--- src/rtl/mem_stage_pkg.sv ---
// Shared definitions for the data-memory access stage: FSM state encoding,
// the word-alignment mask and the default bus timeout.
package mem_stage_pkg;

   typedef enum logic [1:0] {
      ST_IDLE = 2'd0,
      ST_REQ  = 2'd1,
      ST_DONE = 2'd2
   } memState_t;

   localparam logic [1:0]  ALIGN_MASK      = 2'b11;
   localparam int unsigned DEFAULT_TIMEOUT = 16;

   // True when the two low address bits select a whole word.
   function automatic logic isAligned(input logic [1:0] lowAddr);
      return (lowAddr & ALIGN_MASK) == 2'b00;
   endfunction

endpackage

--- src/rtl/mem_timeout_ctr.sv ---
// Counts REQ cycles that pass without a bus acknowledge and flags the last
// cycle before the access has to be abandoned.
module mem_timeout_ctr #(
   parameter int unsigned TIMEOUT = 16,
   parameter int unsigned CNT_W   = 5
) (
   input  logic clk,
   input  logic rst,
   input  logic clear,
   input  logic enable,
   output logic atLimit
);

   logic [CNT_W-1:0] count;

   // Cycle counter: clear dominates, otherwise step once per enabled cycle.
   always_ff @(posedge clk or posedge rst) begin
      if (rst) begin
         count <= '0;
      end else if (clear) begin
         count <= '0;
      end else if (enable) begin
         count <= count + 1'b1;
      end
   end

   // Terminal count: this is the final cycle the request may wait.
   always_comb begin
      atLimit = (count == CNT_W'(TIMEOUT - 1));
   end

endmodule

--- src/rtl/mem_access_unit.sv ---
// Data-memory access stage behind the single-cycle datapath. Runs lw/sw on a
// req/ack bus, returns load data, stalls the PC until the access ends and
// reports misaligned addresses and bus timeouts as one-cycle pulses.
module mem_access_unit
   import mem_stage_pkg::*;
#(
   parameter int unsigned TIMEOUT = DEFAULT_TIMEOUT,
   parameter int unsigned CNT_W   = 5
) (
   input  logic        CLK,
   input  logic        Reset,
   input  logic        MemRead,
   input  logic        MemWrite,
   input  logic [31:0] AluOut,
   input  logic [31:0] WriteData,
   output logic [31:0] ReadData,
   output logic        Stall,
   output logic        AddrErr,
   output logic        BusTmo,
   output logic        BusReq,
   output logic        BusWe,
   output logic [31:0] BusAddr,
   output logic [31:0] BusWData,
   input  logic        BusAck,
   input  logic [31:0] BusRData
);

   memState_t state;
   logic      memOp;
   logic      ctrClear;
   logic      ctrEnable;
   logic      ctrAtLimit;

   // Memory-instruction decode and timeout counter controls.
   always_comb begin
      memOp     = MemRead | MemWrite;
      ctrClear  = (state != ST_REQ);
      ctrEnable = (state == ST_REQ) & ~BusAck;
   end

   mem_timeout_ctr #(
      .TIMEOUT (TIMEOUT),
      .CNT_W   (CNT_W)
   ) uTimeoutCtr (
      .clk     (CLK),
      .rst     (Reset),
      .clear   (ctrClear),
      .enable  (ctrEnable),
      .atLimit (ctrAtLimit)
   );

   // Access FSM with registered bus, result and status outputs.
   always_ff @(posedge CLK or posedge Reset) begin
      if (Reset) begin
         state    <= ST_IDLE;
         BusReq   <= 1'b0;
         BusWe    <= 1'b0;
         BusAddr  <= '0;
         BusWData <= '0;
         ReadData <= '0;
         AddrErr  <= 1'b0;
         BusTmo   <= 1'b0;
      end else begin
         case (state)
            ST_IDLE: begin
               AddrErr <= 1'b0;
               BusTmo  <= 1'b0;
               if (memOp) begin
                  if (!isAligned(AluOut[1:0])) begin
                     AddrErr  <= 1'b1;
                     ReadData <= '0;
                     state    <= ST_DONE;
                  end else begin
                     BusAddr  <= {AluOut[31:2], 2'b00};
                     BusWData <= WriteData;
                     BusWe    <= MemWrite;
                     BusReq   <= 1'b1;
                     state    <= ST_REQ;
                  end
               end
            end
            ST_REQ: begin
               // An ack on the terminal cycle still completes the access.
               if (BusAck) begin
                  BusReq <= 1'b0;
                  if (!BusWe) begin
                     ReadData <= BusRData;
                  end
                  state <= ST_DONE;
               end else if (ctrAtLimit) begin
                  BusReq   <= 1'b0;
                  BusTmo   <= 1'b1;
                  ReadData <= '0;
                  state    <= ST_DONE;
               end
            end
            ST_DONE: begin
               AddrErr <= 1'b0;
               BusTmo  <= 1'b0;
               state   <= ST_IDLE;
            end
            default: begin
               BusReq <= 1'b0;
               state  <= ST_IDLE;
            end
         endcase
      end
   end

   // PC/regfile hold: released in DONE so the instruction retires once.
   always_comb begin
      Stall = memOp & (state != ST_DONE);
   end

endmodule
--- config.mk ---
export PLATFORM = sky130hd
export DESIGN_NAME = mem_access_unit
export DESIGN_NICKNAME = d
export VERILOG_FILES = /design/src/rtl/mem_stage_pkg.sv /design/src/rtl/mem_timeout_ctr.sv /design/src/rtl/mem_access_unit.sv
export SDC_FILE = /design/constraint.sdc
export NUM_CORES = 1
export LEC_CHECK = 0
export ABC_AREA = 0
export CAP_MARGIN = 25
export CORE_MARGIN = 3
export CORE_UTILIZATION = 35
export DETAILED_ROUTE_END_ITERATION = 12
export PLACE_DENSITY = 0.69
export RECOVER_POWER = 100
export SYNTH_ARGS = -nofsm -noshare
export SYNTH_HDL_FRONTEND = slang
export SYNTH_SLANG_ARGS = --single-unit
--- constraint.sdc ---
create_clock -name CLK -period 4.4 [get_ports CLK]
set_input_delay 0.66 -clock CLK [delete_from_list [all_inputs] [get_ports CLK]]
set_output_delay 0.66 -clock CLK [all_outputs]
set_load 0.01 [all_outputs]
# After elaboration in Yosys (flattened, before gate mapping)

Cells that the tools add are included.

Register bits: 105
Bits of input ports: 101
Output and inout bits: 101
Word-level logic and storage cells: 63

Add/sub/neg operators: 1
Equality and inequality tests: 12
Mux-type cells: 24
Bitwise gates (word level): 5
Reductions and logical operators: 12

Operators with widths:

| kind                                                             | count |
|---|---|
| 32-bit 2-to-1 mux                                                | 5 |
| 32-bit one-hot mux with 2 select lines                           | 1 |
| 2-bit != test (second input constant)                            | 6 |
| 5-bit 2-to-1 mux                                                 | 2 |
| 1-bit 2-to-1 mux                                                 | 8 |
| 2-bit 2-to-1 mux                                                 | 4 |
| 2-bit nonzero test                                               | 4 |
| 3-bit != test (second input constant)                            | 2 |
| 3-bit AND reduction                                              | 2 |
| 5-bit by 1-bit adder with 5-bit output (second input constant)   | 1 |
| 5-bit by 4-bit == test with 1-bit output (second input constant) | 1 |
| 5-bit AND reduction                                              | 1 |
| 2-bit zero test                                                  | 2 |
| 1-bit one-hot mux with 2 select lines                            | 2 |
| 2-bit one-hot mux with 2 select lines                            | 1 |
| 4-bit AND reduction                                              | 1 |
| 1-bit one-hot mux with 3 select lines                            | 1 |
| 1-bit AND                                                        | 2 |
| 2-bit by 1-bit == test with 1-bit output (second input constant) | 1 |
| 2-bit == test (second input constant)                            | 1 |
| 2-bit by 1-bit != test with 1-bit output (second input constant) | 1 |
| 1-bit inverter                                                   | 2 |
| 2-bit AND reduction                                              | 1 |
| 2-bit OR reduction                                               | 1 |
| 1-bit bitwise OR                                                 | 1 |

# Longest topological paths before layout

Gate-level depths: netlist of the first run.

Depth in word-level cells: 4
Mapped depth: 8
Gate-level depth less buffers: 7

# By module

Synthesis of the first run repeated with hierarchy kept, for this count alone.

Cells, all modules: 327
Area, all modules: 4,670.7 um^2

Modules (own cells, without submodules):

| module          | times used | cells an instance | area each (um^2) | seq. area each (um^2) |
|---|---|---|---|---|
| mem_access_unit | 1          | 303               | 4,388.0          | 2,502.4 |
| mem_timeout_ctr | 1          | 24                | 282.8            | 125.1 |

# Least setup slack after synthesis of the first run

Ideal clock, no wire load.

Path type: input to register
Start: in MemWrite
End: reg BusAddr[10]
Setup time: 0.125 ns
Arrival time: 1.733 ns
Data required time: 4.275 ns
Slack: 2.542 ns
Cell stages on the path: 5
Path buffers: 2
Cells stage by stage: nor2_1 -> and2b_1 -> buf_6 -> buf_12 -> mux2_4

Cells in the longest elaborated chain, start to end: 2

Ends and longest elaborated chain:

| element                              | line                  | RTL |
|---|---|---|
| start: declaration                   | mem_access_unit.sv:13 | `input logic MemWrite,` |
| 1-bit bitwise OR                     | mem_access_unit.sv:36 | `memOp = MemRead \| MemWrite;` |
| 3-bit AND reduction (no source line) | -                     |  |
| end signal: assignment               | mem_access_unit.sv:74 | `BusAddr <= {AluOut[31:2], 2'b00};` |
| end: declaration                     | mem_access_unit.sv:22 | `output logic [31:0] BusAddr,` |

No other way between the ends.
A chain may end at the register's enable or synchronous reset.

==> results of run 1 <==
==> registers in the layout, summed over array words and instances (netlist names) <==
name and cells:
AddrErr 1, BusAddr 30, BusReq 1, BusTmo 1, BusWData 32, BusWe 1, ReadData 32, state 2
uTimeoutCtr.count 5
==> placed cells by master, fill, tap and decap left out, drive strengths merged, types with 3 or more instances in the layout <==
cell / netlist / routed
a21oi: 3 / 3
buf: 16 / 4
clkbuf: 1 / 10
clkdlybuf4s50: 0 / 97
clkinv: 0 / 4
dfrtp: 105 / 105
dlygate4sd3: 0 / 102
inv: 36 / 36
mux2: 62 / 62
mux2i: 33 / 33
nand2: 34 / 34
nor2: 11 / 11
==> critical path: stages <==
cell and delay [ps]:
dlygate4sd3_1 540, clkinvlp_2 1140, clkbuf_2 850
==> synthesized netlist by cell type (3+ instances only) <==
master / instances / area (um2)
buf_12: 6 / 120
mux2_2: 4 / 45.0
dfrtp_1: 105 / 2630
nor2_1: 11 / 41.3
a21oi_1: 3 / 15.0
inv_1: 36 / 135
buf_6: 5 / 56.3
buf_2: 3 / 15.0
mux2_4: 58 / 871
nand2_1: 34 / 128
mux2i_1: 33 / 330
==> cell type report <==
type / instances / area, um2 / area share (%)
sequential: 105 / 2630 / 38.9
multi-input combinational: 167 / 1420 / 20.9
inverter: 36 / 136 / 2.02
clock buffer: 9 / 225 / 3.33
tap: 172 / 215 / 3.18
timing repair buffer: 204 / 2040 / 30.2
clock inverter: 7 / 104 / 1.54
==> through the flow <==
stage | hold slack (ps) | utilization (%)
final | 480 | 52.9
after floorplan | 484 | -
after global routing | 501 | 52.9
after detailed placement | 485 | 52.4
after CTS | 505 | 54.9
after global placement | 473 | 52.4
==> logic make-up (layout without fill, tap and decap cells) <==
family / after synthesis / after routing / synth area share, %
adder cells (fa/ha/maj): 2 / 2 / 0.540
multiplexers: 95 / 95 / 26.9
AO/OA/AOI/OAI: 10 / 10 / 2.13
other: 1 / 2 / 0.0810
XOR/XNOR: 3 / 3 / 0.568
buffers and inverters: 53 / 256 / 7.46
flip-flops: 105 / 105 / 56.7
AND/OR/NAND/NOR: 55 / 55 / 5.57
==> how the worst max path moves through the flow <==
stage / slack (ps) / end / from
2_1_floorplan: 980 / AddrErr / Reset
3_3_place_gp: 1450 / BusAddr[23] / AluOut[1]
3_5_place_dp: 1400 / BusAddr[27] / AluOut[1]
4_1_cts: 1710 / Stall / MemRead
5_1_grt: 1070 / BusAddr[16] / Reset
6_report: 1520 / BusAddr[12] / Reset
==> routing by layer <==
metal / part of all wire (%) / up-vias / wire length (um)
met4: 1.7 / 0 / 187
met3: 7.5 / 13 / 809
met1: 40 / 1459 / 4340
met5: 0 / - / 0
li1: - / 1447 / -
met2: 51 / 109 / 5460
==> report_power, final <==
part	switching, mW	internal, mW
clock network	0.355	0.504
registers	0.173	1.30
logic	0.550	0.749
==> impl_metrics.env, run 1 <==
export IMPL_setup_violations=0
export IMPL_slew_violations=46
export IMPL_fin_ws_ps=1520
export IMPL_min_period_ps=2880
export IMPL_violations="capacitance limit, slew limit"
export IMPL_first_global_vias=3272
export IMPL_pre_cts_ws_ps=1400
export IMPL_rsz0062_at_grt="no"
export IMPL_hold_path_depth=1
export IMPL_finalClockSkew_ps=6.18
export IMPL_vias_per_cell=4.33
export IMPL_hp_class="reg -> reg"
export IMPL_max_cap_violations=1
export IMPL_fillCellCount=1122
export IMPL_ys_seq_elements=105
export IMPL_cts_resized=0
export IMPL_ys_flop_type="dfrtp_1"
export IMPL_fin_tns_setup_ps=0
export IMPL_crit_fanout=45
export IMPL_numCtsBuffers=9
export IMPL_rr_startpoint="uTimeoutCtr.count[0]"
export IMPL_drt_pass1_iter_count=4
export IMPL_cts_setup_buffers=0
export IMPL_grt_max_degree=46
export IMPL_synth_area_per_cell_um2=14.3
export IMPL_num_vias=3028
export IMPL_cts_path_max_buffers=2
export IMPL_initial_core_util_pct=36.3
export IMPL_max_freq_ghz=0.347
export IMPL_insertion_delay_ps=340
export IMPL_fin_cells=700
export IMPL_whs_endpoint="BusWData[18]"
export IMPL_path_clk_slew_ps=70
export IMPL_fp_dieH_um=121
export IMPL_htreeDepth=3
export IMPL_endpoint_kind="async pin"
export IMPL_track_usage_pct=15.2
export IMPL_gp_congestion=0.779
export IMPL_met3_usage_pct=4.85
export IMPL_netlist_instances=324
export IMPL_boundaryPins=202
export IMPL_antenna_found_initial=0
export IMPL_cts_sinks=105
export IMPL_gr_total_overflow=0
export IMPL_ir_drop_mv=0.316
export IMPL_arrival_ps=3240
export IMPL_rr_worst_depth=8
export IMPL_cts_tree="yes"
export IMPL_tightestPinTransition_ps=1990
export IMPL_core_um2=12800
export IMPL_cts_root_buf="clkbuf_16"
export IMPL_ys_warn_count=0
export IMPL_ys_seq_area_share_pct=56.7
export IMPL_cp_required_ps=4760
export IMPL_layout_drive_gt1_share_pct=5.87
export IMPL_power_total_mw=3.63
export IMPL_use_met1_pct=18.3
export IMPL_worst_setup_path_type="in -> async"
export IMPL_wl_per_cell_um=15.4
export IMPL_antenna_left=0
export IMPL_power_density_nw_per_um2=536
export IMPL_die_w_um=121
export IMPL_drc_errors=0
export IMPL_rr_endpoint="ReadData[18]"
export IMPL_fin_nets=626
export IMPL_diodes=0
export IMPL_drt_iter0_markers=172
export IMPL_async_flop_share_pct=100
export IMPL_grt_met2_usage_pct=25.6
export IMPL_ctsHoldBuffers=0
export IMPL_p_leak_nw=3.05
export IMPL_grt_busiest_layer="met2"
export IMPL_routed_wirelength_mm=10.8
export IMPL_area_growth_pct=46.0
export IMPL_synthDistinctLibCells=33
export IMPL_dp_hpwl_mm=8.05
export IMPL_startpoint_type="input pin"
export IMPL_worstHoldStart="BusWData[18]"
export IMPL_place_port_buffers=199
export IMPL_slew_limit_headroom_pct=-33.5
export IMPL_r2r_slack_ps=1930
export IMPL_outcome="finished, violations left"
export IMPL_dpl_cell_area_um2=6690
export IMPL_grt_pass1_wl_mm=17.2
export IMPL_hold_viol=0
export IMPL_rows=41
export IMPL_synth_area_um2=4630
export IMPL_dpl_cell_count=684
export IMPL_synth_edf_count=0
export IMPL_post_route_period_util_pct=65.4
export IMPL_die_area_um2=14600
export IMPL_finalInstanceArea_um2=6760
Power figures use the tool's default switching activity.
==> inputs of run 2 (changes only) <==
--- a/config.mk
+++ b/config.mk
@@ -10,7 +10,7 @@
 export CORE_MARGIN = 3
 export CORE_UTILIZATION = 35
 export DETAILED_ROUTE_END_ITERATION = 12
-export PLACE_DENSITY = 0.69
+export PLACE_DENSITY = 0.71
 export RECOVER_POWER = 100
 export SYNTH_ARGS = -nofsm -noshare
 export SYNTH_HDL_FRONTEND = slang
==> constraint.sdc (replaced) <==
create_clock -name CLK -period 2.3 [get_ports CLK]
set_input_delay 0.345 -clock CLK [delete_from_list [all_inputs] [get_ports CLK]]
set_output_delay 0.345 -clock CLK [all_outputs]
set_load 0.01 [all_outputs]
==> run 2 against run 1 <==
The run now ends clean. Sequential share of layout area decreased by 0.55 points. Routed wire length increased by 1.0%. Non-clock buffer count increased by 5. Register-to-register slack got worse by 1800 ps. Critical path type is now reg -> reg. Critical endpoint is now BusWData[9].
==> impl_metrics.env, run 2 (synthesis results as in run 1) <==
export IMPL_gr_total_overflow=0
export IMPL_num_vias=3100
export IMPL_cts_tree="yes"
export IMPL_power_density_nw_per_um2=1020
export IMPL_wl_per_cell_um=15.5
export IMPL_fin_nets=631
export IMPL_vias_per_cell=4.40
export IMPL_grt_max_degree=46
export IMPL_crit_fanout=26
export IMPL_seq_power_share_pct=40.4
export IMPL_antenna_left=0
export IMPL_initial_core_util_pct=36.3
export IMPL_drt_iter0_markers=118
export IMPL_dp_hpwl_mm=8.26
export IMPL_rr_startpoint="state[0]"
export IMPL_area_growth_pct=48.1
export IMPL_p_leak_nw=3.08
export IMPL_cts_root_buf="clkbuf_16"
export IMPL_max_freq_ghz=0.469
export IMPL_core_um2=12800
export IMPL_place_port_buffers=199
export IMPL_internal_power_mw=4.92
export IMPL_routed_wirelength_mm=10.9
export IMPL_clkPwrFrac_pct=23.3
export IMPL_fp_dieH_um=121
export IMPL_ir_drop_mv=0.482
export IMPL_fillCellCount=1118
export IMPL_multi_input_area_um2=1450
export IMPL_utilization_pct=53.7
export IMPL_cts_path_max_buffers=2
export IMPL_hp_class="in -> async"
export IMPL_slew_limit_headroom_pct=31.9
export IMPL_ctsHoldBuffers=0
export IMPL_largestRegisters="BusWData x32, ReadData x32, BusAddr x30"
export IMPL_hold_viol=0
export IMPL_most_common_layout_cells="dfrtp_1, dlygate4sd3_1, clkdlybuf4s50_1, mux2_1, inv_1"
export IMPL_rsz0062_at_grt="no"
export IMPL_insertion_delay_ps=340
export IMPL_rr_worst_depth=4
export IMPL_max_cap_violations=0
export IMPL_arrival_ps=2350
export IMPL_outcome="complete, no violations"
export IMPL_grt_pass1_wl_mm=17.4
export IMPL_r2r_slack_ps=170
export IMPL_tightestPinTransition_ps=1020
export IMPL_diodes=0
export IMPL_setup_violations=0
export IMPL_post_route_period_util_pct=92.7
export IMPL_slew_violations=0
export IMPL_sw_frac_of_total_pct=29.6
export IMPL_htreeDepth=3
export IMPL_boundaryPins=202
export IMPL_gp_congestion=0.707
export IMPL_drc_errors=0
export IMPL_finalClockSkew_ps=6.34
export IMPL_die_area_um2=14600
export IMPL_endpoint_kind="register"
export IMPL_cts_sinks=105
export IMPL_register_area_um2=2630
export IMPL_startpoint_type="register"
export IMPL_worst_setup_path_type="reg -> reg"
export IMPL_layout_drive_gt1_share_pct=7.13
export IMPL_antenna_found_initial=0
export IMPL_min_period_ps=2130
export IMPL_numCtsBuffers=9
export IMPL_rr_endpoint="BusWData[9]"
export IMPL_cts_resized=0
export IMPL_final_common_cell="dfrtp_1"
export IMPL_die_w_um=121
export IMPL_fin_tns_setup_ps=0
export IMPL_drt_pass1_iter_count=4
export IMPL_comb_power_share_pct=36.3
export IMPL_path_clk_slew_ps=70
export IMPL_first_global_vias=3426
export IMPL_cp_required_ps=2520
export IMPL_cts_setup_buffers=0
export IMPL_crit_path_start="state[0]"
export IMPL_rows=41
export IMPL_track_usage_pct=15.2
export IMPL_p_sw_mw=2.07
run 2: cell types whose count changed in the layout (fill, tap and decap cells not counted), sizes merged:
cell / previous run / this run
clkdlybuf4s50: 97 / 98
buf: 4 / 7
dlygate4sd3: 102 / 101
clkbuf: 10 / 12
clkinv: 4 / 2
clkinvlp: 1 / 3
run 2: worst max path at each step:
stage,cells past startpoint,endpoint
after floorplan,8,ReadData[0]
after global placement,5,BusWData[10]
after detailed placement,5,BusWData[9]
after CTS,3,Stall
after global routing,4,BusAddr[24]
final,4,BusWData[9]
run 2: metal layers:
metal / routed length, um / GRT usage (%) / vias up
li1: - / - / 1469
met1: 4380 / 18.4 / 1506
met2: 5740 / 26.1 / 105
met3: 486 / 2.61 / 20
met4: 296 / 7.65 / 0
met5: 0 / 0 / -
run 2: per-stage QoR:
| stage | power [mW] | setup WS (ps) | hold WS [ps] | cells | cell area [um2] |
|---|---|---|---|---|---|
| finish | 6.99 | 167 | 475 | 705 | 6860 |
| global route | 7.40 | 44.9 | 500 | 705 | 6860 |
| CTS | 7.83 | 101 | 324 | 705 | 7120 |
| detailed placement | 6.14 | 156 | 470 | 689 | 6800 |
| global placement | 6.08 | 209 | 464 | 689 | 6800 |
| floorplan | 4.46 | 446 | 479 | 325 | 4640 |
run 2: critical path, stage by stage (launching register included):
cell     delay [ps]
dfrtp_1         500
nor4_1          590
and2b_4         350
buf_12          210
mux2_1          340
run 2: layout make-up:
type                            count  share of cell area, %
Inverter                           36                   1.99
Sequential cell                   105                   38.3
Clock inverter                      7                   1.37
Tap cell                          172                   3.14
Clock buffer                        9                   3.28
Timing Repair Buffer              209                   30.9
Multi-Input combinational cell    167                   21.1
run 2: power groups by stage:
stage	clock [mW]	combinational (mW)	sequential (mW)
2_1_floorplan	0	1.30	3.15
3_3_place_gp	0	3.18	2.90
3_5_place_dp	0	3.24	2.90
4_1_cts	1.69	3.24	2.90
5_1_grt	1.76	2.72	2.92
6_report	1.63	2.54	2.82
==> inputs of run 3 (changes only) <==
--- a/config.mk
+++ b/config.mk
@@ -9,6 +9,7 @@
 export CAP_MARGIN = 25
 export CORE_MARGIN = 3
 export CORE_UTILIZATION = 35
+export CTS_BUF_LIST = sky130_fd_sc_hd__clkbuf_8
 export DETAILED_ROUTE_END_ITERATION = 12
 export PLACE_DENSITY = 0.71
 export RECOVER_POWER = 100
==> run 3 against run 2 <==
Die area is the same. Largest cell class unchanged. Cell count did not move. Routed wire length rose by 1.3%. Clock-buffer cell count unchanged. Worst hold slack worse by 31 ps. Register-to-register slack worse by 30 ps. Maximum frequency is 1.6% lower. Sequential power about the same.
==> impl_metrics.env, run 3 (synthesis results as in run 1) <==
export IMPL_gr_total_overflow=0
export IMPL_clkPwrFrac_pct=18.5
export IMPL_largestRegisters="BusWData x32, ReadData x32, BusAddr x30"
export IMPL_sw_frac_of_total_pct=30.3
export IMPL_grt_max_degree=46
export IMPL_boundaryPins=202
export IMPL_routed_wirelength_mm=11.0
export IMPL_place_port_buffers=199
export IMPL_endpoint_kind="register"
export IMPL_top_layer_used="met4"
export IMPL_track_usage_pct=15.2
export IMPL_drt_iter0_markers=145
export IMPL_gp_congestion=0.707
export IMPL_worst_path_largest_cell_delay_ps=560
export IMPL_seq_power_share_pct=41.7
export IMPL_ir_drop_mv=0.471
export IMPL_p_leak_nw=3.11
export IMPL_crit_slowest_cell="nor4_1"
export IMPL_wl_per_cell_um=15.7
export IMPL_outcome="complete, no violations"
export IMPL_min_period_ps=2170
export IMPL_cts_setup_buffers=0
export IMPL_wl_met1_mm=4.48
export IMPL_slew_limit_headroom_pct=23.3
export IMPL_initial_core_util_pct=36.3
export IMPL_diodes=0
export IMPL_fin_hold_ws_ps=444
export IMPL_rows=41
export IMPL_power_density_nw_per_um2=996
export IMPL_hold_viol=0
export IMPL_max_freq_ghz=0.461
export IMPL_numCtsBuffers=9
export IMPL_hp_class="in -> async"
export IMPL_p_sw_mw=2.06
export IMPL_crit_chain="nor4_1, and2b_4, buf_8, mux2_1"
export IMPL_final_common_cell="dfrtp_1"
export IMPL_cts_path_max_buffers=2
export IMPL_utilization_pct=53.6
export IMPL_dpl_cell_area_um2=6800
export IMPL_fin_nets=631
export IMPL_htreeDepth=3
export IMPL_rsz0062_at_grt="no"
export IMPL_route_met3_wl_um=499
export IMPL_insertion_delay_ps=370
export IMPL_crit_fanout=26
export IMPL_fp_dieH_um=121
export IMPL_finalClockSkew_ps=7.34
export IMPL_die_area_um2=14600
export IMPL_cp_required_ps=2560
export IMPL_tightestPinTransition_ps=1150
export IMPL_area_growth_pct=47.7
export IMPL_internal_power_mw=4.75
export IMPL_cts_tree="yes"
export IMPL_path_clk_slew_ps=100
export IMPL_die_w_um=121
export IMPL_antenna_left=0
export IMPL_antenna_found_initial=0
export IMPL_slew_violations=0
export IMPL_fin_tns_setup_ps=0
export IMPL_layout_drive_gt1_share_pct=12.0
export IMPL_cts_sinks=105
export IMPL_drt_pass1_iter_count=4
export IMPL_worst_setup_path_type="reg -> reg"
export IMPL_finalInstanceArea_um2=6840
export IMPL_post_route_period_util_pct=94.3
export IMPL_dp_hpwl_mm=8.26
export IMPL_most_common_layout_cells="dfrtp_1, dlygate4sd3_1, clkdlybuf4s50_1, inv_1, nand2_1"
export IMPL_pre_cts_ws_ps=156
export IMPL_startpoint_type="register"
export IMPL_setup_violations=0
export IMPL_core_um2=12800
export IMPL_met2_length_mm=5.75
export IMPL_fillCellCount=1101
export IMPL_fin_ws_ps=132
export IMPL_first_global_vias=3399
export IMPL_cts_root_buf="clkbuf_8"
export IMPL_drc_errors=0
export IMPL_arrival_ps=2430
export IMPL_cts_resized=0
export IMPL_comb_power_share_pct=39.9
export IMPL_grt_pass1_wl_mm=17.3
export IMPL_ctsHoldBuffers=0
export IMPL_vias_per_cell=4.39
export IMPL_num_vias=3096
export IMPL_max_cap_violations=0
[run 3: metal layers]
| layer | vias to the layer above | GRT usage (%) |
|---|---|---|
| li1 | 1461 | - |
| met1 | 1515 | 18.4 |
| met2 | 101 | 26.0 |
| met3 | 19 | 2.52 |
| met4 | 0 | 7.93 |
| met5 | - | 0 |
[run 3: final cells by class]
cell class	count	area (um2)	share of cell area [%]
clock buffer	9	124	1.81
multi-input combinational	167	1540	22.5
clock inverter	7	93.8	1.37
inverter	36	136	1.99
tap	172	215	3.15
timing repair buffer	209	2100	30.7
sequential	105	2630	38.4
[run 3: path summary, 6_finish.rpt]
check | end | startpoint | slack, ps | depth (start not counted)
max reg2reg | BusWData[11] | state[0] | 130 | 4
min | uTimeoutCtr.count[3] | Reset | 440 | 2
min in group CLK | BusReq | BusReq | 480 | 1
max in group asynchronous | BusWData[17] | Reset | 390 | 3
max | BusWData[11] | state[0] | 130 | 4
min reg2reg | BusReq | BusReq | 480 | 1
[run 3: critical path: cells and delay by family, from the launching register on]
kind	cells	cell delay, ps
multiplexers	1	350
AND/OR/NAND/NOR	2	900
buffers and inverters	1	290
flip-flops	1	490
[run 3: per-stage QoR]
stage,power (mW),instances
floorplan,4.46,325
global placement,6.08,689
detailed placement,6.14,689
CTS,7.46,705
global route,7.21,705
finish,6.81,705
[run 3: power groups by stage]
stage | Combinational, mW | Clock, mW | Sequential [mW]
floorplan | 1.30 | 0 | 3.15
global placement | 3.18 | 0 | 2.90
detailed placement | 3.24 | 0 | 2.90
CTS | 3.24 | 1.32 | 2.90
global route | 2.90 | 1.38 | 2.93
finish | 2.72 | 1.26 | 2.84
==> edit 1, RTL diff (config.mk and constraints of run 3) <==
The 3 states of `memState_t` get a one-hot encoding in 3 bits.
--- a/src/rtl/mem_stage_pkg.sv
+++ b/src/rtl/mem_stage_pkg.sv
@@ -2,10 +2,10 @@
 // the word-alignment mask and the default bus timeout.
 package mem_stage_pkg;
 
-   typedef enum logic [1:0] {
-      ST_IDLE = 2'd0,
-      ST_REQ  = 2'd1,
-      ST_DONE = 2'd2
+   typedef enum logic [2:0] {
+      ST_IDLE = 3'b001,
+      ST_REQ  = 3'b010,
+      ST_DONE = 3'b100
    } memState_t;
 
    localparam logic [1:0]  ALIGN_MASK      = 2'b11;
Check against the original RTL: same outputs for any inputs over 4 cycles, from zero or initial values and one cycle with Reset high; so few cycles prove little.
==> edit 1 against run 3 <==
Global-route usage grew 0.49 points. Setup slack gained 21 ps. Total power shrank 2.7%. Clock power shrank 17%. Cell area shrank 1.4%. Routed wire length shrank 3.5%. Maximum frequency grew 0.96%. Sequential cell count grew 1. Area after synthesis shrank 4.2%. Critical path type is now primary input to primary output. Largest cell class unchanged. Largest power group is now combinational logic.
==> edit 1: results (changes against run 3) <==
\begin{tabular}{lr}
\hline
Metric & Value \\
\hline
\multicolumn{2}{l}{\textbf{Outcome}} \\
\quad Run status & completed \\
\multicolumn{2}{l}{\textbf{Place}} \\
\quad HPWL after detailed placement & 7.92 mm (-4.2\%) \\
\quad Routability-driven placement congestion ratio & 0.756 (+6.9\%) \\
\multicolumn{2}{l}{\textbf{Routing}} \\
\quad Metal3 WL & 1.23 mm (+150\%) \\
\quad Post-Route M1 WL & 4.37 mm (-2.7\%) \\
\quad Detailed-routed wire length on met2 & 4.86 mm (-15\%) \\
\quad Count of routing violations after the opening detailed-route iteration & 117 (-19\%) \\
\quad Via count normalized by instance count & 4.49 (+2.3\%) \\
\multicolumn{2}{l}{\textbf{Global routing}} \\
\quad Total routing usage reported by global routing & 15.7\% (+0.49 points) \\
\quad Vias in the first global route & 3343 (-1.6\%) \\
\quad Maximum number of pins on one net before global-route repair & 65 (+41\%) \\
\multicolumn{2}{l}{\textbf{Logic synthesis}} \\
\quad Arithmetic-cell share of the synthesized area counting full adders, half adders and majority gates & 0.564\% (+0.024 points) \\
\quad Area fraction in compound gates after synthesis & 2.29\% (+0.15 points) \\
\quad Cells taking the most area after synthesis & dfrtp\_1, mux2\_2, mux2i\_1, nand2\_1, inv\_1 \\
\quad Synth cell types & 38 (+15\%) \\
\quad Parity-gate share of the synthesized area counting xor and xnor cells & 0.593\% (+0.025 points) \\
\quad Most common library cells after synthesis & dfrtp\_1, mux2\_2, nand2\_1, inv\_1, mux2i\_1 \\
\quad Share of synthesized area spent on multiplexers & 23.4\% (-3.5 points) \\
\multicolumn{2}{l}{\textbf{Worst setup path}} \\
\quad Capturing point of the worst reg2reg path & ReadData[31]\$\_DFFE\_PP0P\_ \\
\quad Beginning of the worst register-to-register path & uTimeoutCtr.count[0]\$\_DFFE\_PP0P\_ \\
\quad Maximum net fanout on the critical path & 4 (-85\%) \\
\quad Library cell contributing the largest single delay on the critical path & dlygate4sd3\_1 \\
\multicolumn{2}{l}{\textbf{Power and ir drop}} \\
\quad Leakage power of the design & 3.10 nW (-0.17\%) \\
\multicolumn{2}{l}{\textbf{STA}} \\
\quad Transition time of the tightest slew-check pin & 923 ps (-227 ps) \\
\quad Worst Slack Setup Final & 153 ps (+20.7 ps) \\
\multicolumn{2}{l}{\textbf{Finish}} \\
\quad Fraction of layout instances using a drive strength above 1 & 16.9\% (+4.9 points) \\
\quad Nets & 641 (+1.6\%) \\
\hline
\end{tabular}
-- edit 1: how the worst max path moves through the flow --
| stage | startpoint | endpoint | depth (start not counted) |
|---|---|---|---|
| floorplan | state[0]$_DFFE_PP1P_ | ReadData[30]$_DFFE_PP0P_ | 6 |
| global placement | MemWrite | Stall | 4 |
| detailed placement | MemWrite | Stall | 4 |
| CTS | state[0]$_DFFE_PP1P_ | Stall | 3 |
| global route | state[0]$_DFFE_PP1P_ | Stall | 3 |
| finish | MemWrite | Stall | 4 |
-- edit 1: critical path: cells and delay by family --
kind                   cells  cell delay (ps)
AOI/OAI and AO/OA          1               80
and+or+nand+nor            1              300
buffers and inverters      2             1070
-- edit 1: layout make-up --
class	instances	area share (%)
clock buffer	10	2.04
clock inverter	6	0.519
inverter	34	1.91
multi-input combinational	181	22.5
sequential	106	39.4
tap	168	3.12
timing repair buffer	206	30.5
-- edit 1: through the flow --
step	instances	total power [mW]	util (%)	hold slack, ps
floorplan	341	4.31	-	479
global placement	695	5.88	54.2	475
detailed placement	695	5.94	54.2	476
CTS	711	7.02	55.6	292
global route	711	7.05	55.2	504
finish	711	6.63	55.2	482
-- edit 1: power breakdown --
part           total, mW  internal (mW)  switching, mW
Sequential          2.79           2.49          0.303
Combinational       2.80           1.65           1.14
Clock               1.04          0.416          0.619
-- edit 1: cells by family after synthesis --
kind of cell             after synthesis
AO/OA/AOI/OAI                         15
XOR/XNOR                               3
adder cells (fa/ha/maj)                2
buffers and inverters                 54
flip-flops                           106
multiplexers                          96
other                                  1
AND/OR/NAND/NOR                       63
-- edit 1: metal layers --
layer	global-route usage, %	vias to the layer above
met5	0	-
met4	6.73	0
met3	7.94	14
met2	23.6	134
met1	19.0	1535
li1	-	1512
==> edit 2, RTL diff (settings of run 3) <==
Made on the original files. `CNT_W` is set to 5 in 2 places; all go to 7.
--- a/src/rtl/mem_timeout_ctr.sv
+++ b/src/rtl/mem_timeout_ctr.sv
@@ -2,7 +2,7 @@
 // cycle before the access has to be abandoned.
 module mem_timeout_ctr #(
    parameter int unsigned TIMEOUT = 16,
-   parameter int unsigned CNT_W   = 5
+   parameter int unsigned CNT_W   = 7
 ) (
    input  logic clk,
    input  logic rst,
--- a/src/rtl/mem_access_unit.sv
+++ b/src/rtl/mem_access_unit.sv
@@ -5,7 +5,7 @@
    import mem_stage_pkg::*;
 #(
    parameter int unsigned TIMEOUT = DEFAULT_TIMEOUT,
-   parameter int unsigned CNT_W   = 5
+   parameter int unsigned CNT_W   = 7
 ) (
    input  logic        CLK,
    input  logic        Reset,
Function: same outputs for any inputs over 4 cycles, from zero or initial values and one cycle with Reset high; that may be too few to reach the edited logic, so the function may still have changed.
==> edit 2 against run 3 <==
Routed wire length grew 3.1%. Total power is 13% lower. Largest power group unchanged. Area after synthesis fell by 4.8%. Critical path type is now primary input to primary output. The flow now finishes with violations (capacitance limit, slew limit). Count of clock-buffer cells in the layout did not move. Non-clock buffer count fell by 1. Cell area is 1.6% lower. Final cell count is 0.57% higher. Sequential cell count increased by 2. Setup slack improved by 79 ps.
==> edit 2: results (changes against run 3) <==
\begin{tabular}{lr}
\hline
Metric & Value \\
\hline
\multicolumn{2}{l}{\textbf{Outcome}} \\
\quad Violations in the final reports & capacitance limit, slew limit \\
\quad Run status & finished with violations \\
\multicolumn{2}{l}{\textbf{Logic synthesis}} \\
\quad Share of synthesized area occupied by flip-flops and latches & 60.7\% (+4.0 points) \\
\quad Arithmetic-cell share of the synthesized area counting full adders, half adders and majority gates & 0.284\% (-0.26 points) \\
\quad Area fraction in compound gates after synthesis & 11.0\% (+8.9 points) \\
\quad Parity-gate share of the synthesized area counting xor and xnor cells & 0.993\% (+0.43 points) \\
\quad Most common library cells after synthesis & dfrtp\_1, mux2\_2, nand2\_1, o21ai\_0, o31ai\_1 \\
\quad Synth cell types & 32 (-3.0\%) \\
\multicolumn{2}{l}{\textbf{Worst setup path}} \\
\quad Maximum net fanout on the critical path & 3 (-88\%) \\
\quad Setup slack of the most critical reg-to-reg path & 270 ps (+140 ps) \\
\quad WP data arrival & 1740 ps (-690 ps) \\
\quad Cell family with the largest share of critical-path delay & buffers and inverters \\
\multicolumn{2}{l}{\textbf{Finish}} \\
\quad Fillcell total & 1053 (-4.4\%) \\
\multicolumn{2}{l}{\textbf{Hold path}} \\
\quad Hold WC Path Type & flip-flop to flip-flop \\
\multicolumn{2}{l}{\textbf{Routing}} \\
\quad Detail-routed net length per standard cell & 16.1 um (+2.5\%) \\
\quad Count of routing violations after the opening detailed-route iteration & 202 (+39\%) \\
\quad Via count normalized by instance count & 4.72 (+7.5\%) \\
\quad Metal3 WL & 933 um (+87\%) \\
\quad Detailed-routed wire length on met2 & 5.37 mm (-6.6\%) \\
\multicolumn{2}{l}{\textbf{Run}} \\
\quad Max\_cap viols & 1 (+1) \\
\multicolumn{2}{l}{\textbf{Power and ir drop}} \\
\quad Peak supply drop & 0.376 mV (-20\%) \\
\quad Leakage power of the design & 2.85 nW (-8.3\%) \\
\multicolumn{2}{l}{\textbf{Global routing}} \\
\quad Wire length of the first global-routing pass & 18.1 mm (+4.7\%) \\
\quad Maximum number of pins on one net before global-route repair & 66 (+43\%) \\
\multicolumn{2}{l}{\textbf{STA}} \\
\quad Max Transition Viols Final & 66 (+66) \\
\quad Transition time of the tightest slew-check pin & 1590 ps (+435 ps) \\
\multicolumn{2}{l}{\textbf{Place}} \\
\quad HPWL after detailed placement & 8.35 mm (+1.1\%) \\
\hline
\end{tabular}
-- edit 2: how the worst max path moves through the flow --
stage	depth (start not counted)	to	from	slack (ps)
2_1_floorplan	6	BusAddr[10]$_DFFE_PP0P_	state[1]$_DFFE_PP0P_	600
3_3_place_gp	5	BusAddr[15]$_DFFE_PP0P_	AluOut[1]	220
3_5_place_dp	5	BusAddr[31]$_DFFE_PP0P_	AluOut[1]	140
4_1_cts	4	Stall	state[0]$_DFFE_PP0P_	230
5_1_grt	3	ReadData[13]$_DFFE_PP0P_	Reset	90
6_report	4	Stall	MemWrite	210
-- edit 2: cell families after synthesis --
group,count (synthesis)
muxes,63
buffers and inverters,31
DFF,107
and+or+nand+nor,61
AOI/OAI and AO/OA,76
other,1
xor gates and xnor gates,5
adders and majority gates,1
-- edit 2: area by class of cell --
type,instances,area [sq um],area share (%)
Multi-Input combinational cell,208,1530,22.7
Clock buffer,9,124,1.84
Sequential cell,107,2680,39.8
Timing Repair Buffer,208,2100,31.2
Inverter,2,11.3,0.167
Clock inverter,7,77.6,1.15
Tap cell,168,210,3.12
-- edit 2: tightest hold or removal path: stages (launching register included) --
cell	delay (ps)
dfrtp_1	350
nand2_1	50
o31ai_1	60
-- edit 2: metal layers --
layer  up-vias  GRT usage (%)
met2       146           25.8
li1       1594              -
met3        12           4.93
met4         0           6.37
met1      1594           20.8
met5         -              0
-- edit 2: stage by stage --
step,hold WS (ps),instance area [sq um],std cells,setup slack [ps]
final,492,6730,709,211
after global routing,502,6730,709,86.8
after CTS,441,6760,709,229
after detailed placement,480,6560,693,142
after global placement,461,6560,693,218
after floorplan,479,4420,346,596
-- edit 2: power by group --
part,internal [mW],leakage [nW],switching (mW)
Sequential,2.38,1.35,0.241
Combinational,1.23,1.40,0.875
Clock,0.514,0.0992,0.666
